`config.mk`:
```
export PLATFORM = sky130hd
export DESIGN_NAME = handshake_rx
export DESIGN_NICKNAME = d
export VERILOG_FILES = /design/src/rtl/handshake_rx.sv
export SDC_FILE = /design/constraint.sdc
export NUM_CORES = 1
export LEC_CHECK = 0
export CORE_MARGIN = 2
export CORE_UTILIZATION = 66
export CTS_BUF_LIST = sky130_fd_sc_hd__clkbuf_8
export DETAILED_ROUTE_END_ITERATION = 12
export PLACE_DENSITY = 0.85
export SETUP_SLACK_MARGIN = 0.05
export SKIP_CTS_REPAIR_TIMING = 1
export SLEW_MARGIN = 20
export SYNTH_ARGS = -nofsm -noshare
export SYNTH_HDL_FRONTEND = slang
export SYNTH_SLANG_ARGS = --single-unit
```
`constraint.sdc`:
```
create_clock -name clk -period 31.4 [get_ports clk]
set_input_delay 4.71 -clock clk [delete_from_list [all_inputs] [get_ports clk]]
set_output_delay 4.71 -clock clk [all_outputs]
set_load 0.01 [all_outputs]
```
`src/rtl/handshake_rx.sv`:
```
// handshake_rx: receive side of the core-to-core req/ack link.
// Captures a partner psum row on req, returns a one-cycle ack plus a pop
// to the sender's FIFO, and buffers rows in a local show-ahead FIFO.
// Optional: define HANDSHAKE_RX_XCNT_EN to add o_xfer_cnt, a 16-bit
// wrapping count of captured rows.
module handshake_rx #(
  parameter  int BW    = 16,
  parameter  int COL   = 8,
  parameter  int DEPTH = 8,
  localparam int W     = COL * BW,
  localparam int AW    = $clog2(DEPTH)
) (
  input  logic          clk,
  input  logic          reset,
  input  logic          req,
  input  logic [W-1:0]  in_data,
  output logic          ack,
  output logic          o_src_rd,
  input  logic          rd,
  output logic [W-1:0]  o_data,
  output logic          o_empty,
  output logic          o_full,
  output logic [AW:0]   o_count
`ifdef HANDSHAKE_RX_XCNT_EN
  ,
  output logic [15:0]   o_xfer_cnt
`endif
);

  typedef enum logic [1:0] {
    IDLE     = 2'd0,
    ACK      = 2'd1,
    WAIT_LOW = 2'd2
  } state_t;

  localparam logic [AW-1:0] PTR_ONE  = AW'(1);
  localparam logic [AW:0]   CNT_ONE  = (AW+1)'(1);
  localparam logic [AW:0]   CNT_FULL = (AW+1)'(DEPTH);

  state_t          r_state;
  state_t          w_next;
  logic [AW-1:0]   r_wr_ptr;
  logic [AW-1:0]   r_rd_ptr;
  logic [AW:0]     r_count;
  logic [W-1:0]    r_mem [DEPTH];
  logic            w_wr;
  logic            w_rd;

  // Capture only from IDLE, and only with room judged on pre-edge occupancy,
  // so a same-cycle rd never makes room for a write.
  assign w_wr = (r_state == IDLE) && req && !o_full;
  assign w_rd = rd && !o_empty;

  // State register; async reset aborts any transfer in flight.
  always_ff @(posedge clk or posedge reset) begin
    if (reset) r_state <= IDLE;
    else       r_state <= w_next;
  end

  // Next state: ACK lasts one cycle, WAIT_LOW holds off a req still high.
  always_comb begin
    w_next = IDLE;
    case (r_state)
      IDLE:     w_next = w_wr ? ACK : IDLE;
      ACK:      w_next = WAIT_LOW;
      WAIT_LOW: w_next = req ? WAIT_LOW : IDLE;
      default:  w_next = IDLE;
    endcase
  end

  // ack and the sender pop come straight off the state register.
  assign ack      = (r_state == ACK);
  assign o_src_rd = (r_state == ACK);

  // FIFO pointers and occupancy; pointers wrap naturally (DEPTH is 2^AW).
  always_ff @(posedge clk or posedge reset) begin
    if (reset) begin
      r_wr_ptr <= '0;
      r_rd_ptr <= '0;
      r_count  <= '0;
    end else begin
      if (w_wr) r_wr_ptr <= r_wr_ptr + PTR_ONE;
      if (w_rd) r_rd_ptr <= r_rd_ptr + PTR_ONE;
      case ({w_wr, w_rd})
        2'b10:   r_count <= r_count + CNT_ONE;
        2'b01:   r_count <= r_count - CNT_ONE;
        default: r_count <= r_count;
      endcase
    end
  end

  // Row storage; contents are meaningless after reset, so no reset here.
  always_ff @(posedge clk) begin
    if (w_wr) r_mem[r_wr_ptr] <= in_data;
  end

  assign o_data  = r_mem[r_rd_ptr];
  assign o_count = r_count;
  assign o_empty = (r_count == '0);
  assign o_full  = (r_count == CNT_FULL);

`ifdef HANDSHAKE_RX_XCNT_EN
  logic [15:0] r_xfer_cnt;

  // Free-running capture count, wraps at 16 bits.
  always_ff @(posedge clk or posedge reset) begin
    if (reset)     r_xfer_cnt <= '0;
    else if (w_wr) r_xfer_cnt <= r_xfer_cnt + 16'd1;
  end

  assign o_xfer_cnt = r_xfer_cnt;
`endif

endmodule

```
# ---- Word-level counts from Yosys, hierarchy flattened
# Memory sizes are Yosys's and may differ from the RTL's.
# Cells that the tools add are included.
dict set report classes {
  reduce_logical 8
  n_shift 0
  mux 6
  n_lt_le_gt_ge 0
  n_bitwise 0
  mul 0
  eq_ne 5
  div_mod_pow 0
  addsub 4
}
# cell count
set ops {}
lappend ops {{$pmux W4 S2} 1}
lappend ops {{$add A3 B1 Y3 const B} 2}
lappend ops {{$pmux W2 S3} 1}
lappend ops {{$add A4 B1 Y4 const B} 1}
lappend ops {{$eq A2 B1 Y1 const B} 2}
lappend ops {{$eq A2 B2 Y1 const B} 2}
lappend ops {{$eq A4 B4 Y1 const B} 1}
lappend ops {{$logic_not A4 Y1} 1}
lappend ops {{$sub A4 B1 Y4 const B} 1}
lappend ops {{$logic_and A1 B1 Y1} 3}
lappend ops {{$mux W1} 3}
lappend ops {{$logic_not A1 Y1} 2}
lappend ops {{$logic_not A2 Y1} 1}
lappend ops {{$mux W2} 1}
lappend ops {{$reduce_bool A2 Y1} 1}
dict set report word_totals {
  word_cells 28
  mem_bits_rw 1024
  reg_bits 12
  mem_bits_ro 0
  latch_bits 0
  mem_count 1
}
# memory depth width read_ports rd_clocked_by_memory_dff write_ports line
set mem_list {}
lappend mem_list {r_mem 8 128 1 0 1 45} ;# logic [W-1:0] r_mem [DEPTH];

# ---- Longest topological paths before layout
dict set report depth {
  depth_word 5
  depth_mapped 9
  depth_no_buf 7
}

# ---- Worst setup path after synthesis
# Ideal clock, no wire load.
dict set report synth_path {
  path_type {input to register}
  startpoint {input port req}
  endpoint {memory r_mem[0][0] (netlist bit), enable pin}
  path_stages 4
  slack_ns 13.202
  path_buffers 1
  setup_ns 0.928
  required_time_ns 30.472
  arrival_time_ns 17.270
  path_cell_list {nor3b_1 nand2b_1 buf_2 nor4_1}
}
dict set report synth_between {
  elab_chain_len 4
}
# item line
set synth_rtl {}
lappend synth_rtl {{from (decl)} 15} ;# input logic req,
lappend synth_rtl {{$logic_and A1 B1 Y1 (2 in a row)} 51} ;# assign w_wr = (r_state == IDLE) && req && !o_full;
lappend synth_rtl {{$mux W1} 94} ;# if (w_wr) r_mem[r_wr_ptr] <= in_data;
lappend synth_rtl {{$mux W1 (implied by the code)} 94}
lappend synth_rtl {{to (decl)} 45}
# Every way passes these cells.

# ---- Final worst setup path
dict set report layout_path {
  startpoint {register r_rd_ptr[0]}
  endpoint {output port o_data[14]}
}
dict set report layout_between {
  elab_chain_len 1
}
# item line
set layout_rtl {}
lappend layout_rtl {{from (decl)} 43} ;# logic [AW-1:0] r_rd_ptr;
lappend layout_rtl {{from (signal assigned)} 83} ;# if (w_rd) r_rd_ptr <= r_rd_ptr + PTR_ONE;
lappend layout_rtl {{$mem_v2 Z8 W128} --}
lappend layout_rtl {{to (decl)} 20} ;# output logic [W-1:0] o_data,
# Every way passes these cells.

==> impl_metrics.json <==
{
  "clk_pin_slew_ps": 60,
  "htreeDepth": 4,
  "multi_input_area_um2": 7660,
  "async_reset_ff_share_pct": 1.16,
  "clock_path_buffers": 3,
  "drtPass1Iterations": 5,
  "setup_viol": 0,
  "syn_area_per_cell_um2": 25.2,
  "vdd_drop_max_mv": 0.103,
  "fin_ws_ps": 21830,
  "vias_per_cell": 6.27,
  "synth_cell_types": 33,
  "grt_use_total_pct": 25.4,
  "insertion_delay_ps": 790,
  "cp.arrival_ps": 4860,
  "hpwl_um": 40200,
  "rsz0062_at_grt": "false",
  "io_pins": 268,
  "synth_seq_cells": 1036,
  "drt_wl_total_um": 76100,
  "drv_slew": 0,
  "clock_sinks": 1036,
  "core.rowCount": 89,
  "grt_pass1_vias": 18691,
  "pre_cts_slack_ps": 22630,
  "r2r_end": "r_mem[6][56]$_DFFE_PP_",
  "crit_path_end_kind": "output port",
  "io_buffer_count": 267,
  "die_h_um": 248,
  "power_leakage_uw": 0.0145,
  "drt_iter0_markers": 1564,
  "core_um2": 58900,
  "synth_commonest_cells": "edfxtp_1 (1024), mux4_2 (256), mux2_2 (130), buf_6 (26), clkbuf_1 (25)",
  "powerDensity_nw_per_um2": 89.1,
  "hold_viol": 0,
  "fmax_mhz": 105,
  "max-cap-violations": 0,
  "r2r-start": "r_state[1]$_DFF_PP0_",
  "timing.final.crit_period_ps": 9570,
  "via_count": 17714,
  "syn_inst": 1556,
  "syn2layout_area_growth_pct": 16.2,
  "startpoint": "r_rd_ptr[0]$_DFFE_PP0P_",
  "worstMarginPinSlew_ps": 1100,
  "grt_overflow": 0,
  "timing.final.crit_share_pct": 30.5,
  "relSlewSlack_pct": 26.3,
  "setup_tns_ps": 0,
  "r2r_slack_ps": 27550,
  "routabilityCongestion": 0.732,
  "cts_tree": "done",
  "final_cells": 2825,
  "synth_ff_type": "edfxtp_1",
  "synth_warnings": 0,
  "critPathLaunchType": "flop",
  "regArea_um2": 31100,
  "synth.area.top_cells": "edfxtp_1 (78%), mux4_2 (15%), mux2_2 (3.7%)",
  "hp-class": "flop to flop",
  "dp.cells": 2546,
  "status": "finished clean",
  "nets": 2068,
  "crit_path_end": "o_data[14]",
  "die-area_um2": 61300,
  "post-route-drc-count": 0,
  "crit_fanout": 107,
  "antenna_found_initial": 9,
  "fill_cells": 2800,
  "grt_pass1_wl_um": 113000,
  "cts_made_buffers": 154,
  "worstPathRequired_ps": 26690,
  "die_w_um": 248,
  "synth_top_area_share_pct": 78.5,
  "reg2regPathDepth": 5,
  "synth_edf_count": 1024,
  "post-synth-top-count-cell": "edfxtp_1",
  "drive_above_1_share_pct": 30.0,
  "cts-root-buf": "clkbuf_8",
  "synth_top_area_cell": "edfxtp_1",
  "final.setup_skew_ps": 38.7,
  "syn_nets": 1694,
  "detail_route.wl_per_cell_um": 26.9,
  "grt_max_degree": 123,
  "seq_area_frac_synth_pct": 79.3,
  "synth_area_um2": 39200,
  "final_antenna_net_count": 0,
  "start_util_pct": 66.5,
  "critical_path_class": "flop to output port"
}
## critical path, cell delays in order, from the launching register on
cell and delay (ps):
dfrtp_4 830, buf_12 640, buf_12 380, buf_16 530
mux4_2 600, mux2_2 270, clkdlybuf4s50_1 530
## cells in the final DEF, fill, tap and decap left out, drive strengths merged
master	count
inv	58
edfxtp	1024
buf	27
bufinv	5
nand4	1
clkinvlp	7
dfrtp	12
xnor2	5
mux4	256
nor3	4
nand2	6
mux2i	1
clkbuf	157
nand2b	4
or4b	1
nor2b	1
mux2	130
o41ai	1
o311ai	1
nand3	1
xor2	1
nor4	2
clkinv	53
fa	1
nor4b	1
nor3b	3
nand3b	3
a21oi	2
ha	5
diode	5
o211ai	1
clkdlybuf4s50	267
a2111o	1
nor2	4
o21ai	1
## power by group
part           switching (uW)  leakage (uW)  internal, uW  total (uW)
Sequential               80.3       0.00939          1680        1760
Clock                     488       0.00160           508         996
Combinational             586       0.00349           709        1290
## cell families (layout without fill, tap and decap cells)
| logic type | Yosys count | in the layout | share of synthesized area [%] |
|---|---|---|---|
| buffers and inverters | 83 | 574 | 1.33 |
| DFF | 1036 | 1036 | 79.3 |
| and+or+nand+nor | 31 | 31 | 0.466 |
| other | 0 | 5 | 0 |
| muxes | 387 | 387 | 18.5 |
| adders and majority gates | 6 | 6 | 0.211 |
| AOI/OAI and AO/OA | 7 | 7 | 0.131 |
| xor gates and xnor gates | 6 | 6 | 0.134 |
## layout make-up
cell class | count | area share (%)
Clock buffer | 157 | 4.75
Antenna cell | 5 | 0.0275
Tap cell | 773 | 2.13
Timing Repair Buffer | 294 | 6.50
Inverter | 7 | 0.0577
Clock inverter | 116 | 1.45
Multi-Input combinational cell | 437 | 16.8
Sequential cell | 1036 | 68.3
## sequential cells by signal, summed over array words and instances (netlist names)
name and cells:
o_count 4, r_mem 1024, r_rd_ptr 3, r_state 2, r_wr_ptr 3
## layer usage
| layer | routed length (um) | track usage, % | share of wire, % | vias up |
|---|---|---|---|---|
| met2 | 39200 | 41.2 | 51 | 715 |
| met5 | 80 | 0 | 0.11 | - |
| met1 | 29400 | 34.6 | 39 | 9406 |
| met4 | 1190 | 7.24 | 1.6 | 12 |
| li1 | - | - | - | 7468 |
| met3 | 6230 | 7.29 | 8.2 | 113 |
## metrics by stage
step	cell area [um2]	hold slack [ps]	total power [uW]	util (%)
after floorplan	39200	506	2620	-
after global placement	42600	525	3060	72.4
after detailed placement	42600	558	3090	72.4
after CTS	45500	589	4090	77.2
after global routing	45500	629	4230	77.2
final	45500	593	4050	77.3
## how the worst min path moves through the flow
stage | endpoint | cells after the start | from
after floorplan | r_state[1]$_DFF_PP0_ | 2 | r_state[1]$_DFF_PP0_
after global placement | r_state[1]$_DFF_PP0_ | 2 | r_state[1]$_DFF_PP0_
after detailed placement | r_state[1]$_DFF_PP0_ | 2 | r_state[1]$_DFF_PP0_
after CTS | r_state[1]$_DFF_PP0_ | 2 | r_state[0]$_DFF_PP0_
after global routing | r_state[1]$_DFF_PP0_ | 2 | r_state[1]$_DFF_PP0_
final | r_state[1]$_DFF_PP0_ | 2 | r_state[1]$_DFF_PP0_
(Power assumes the default switching activity.)
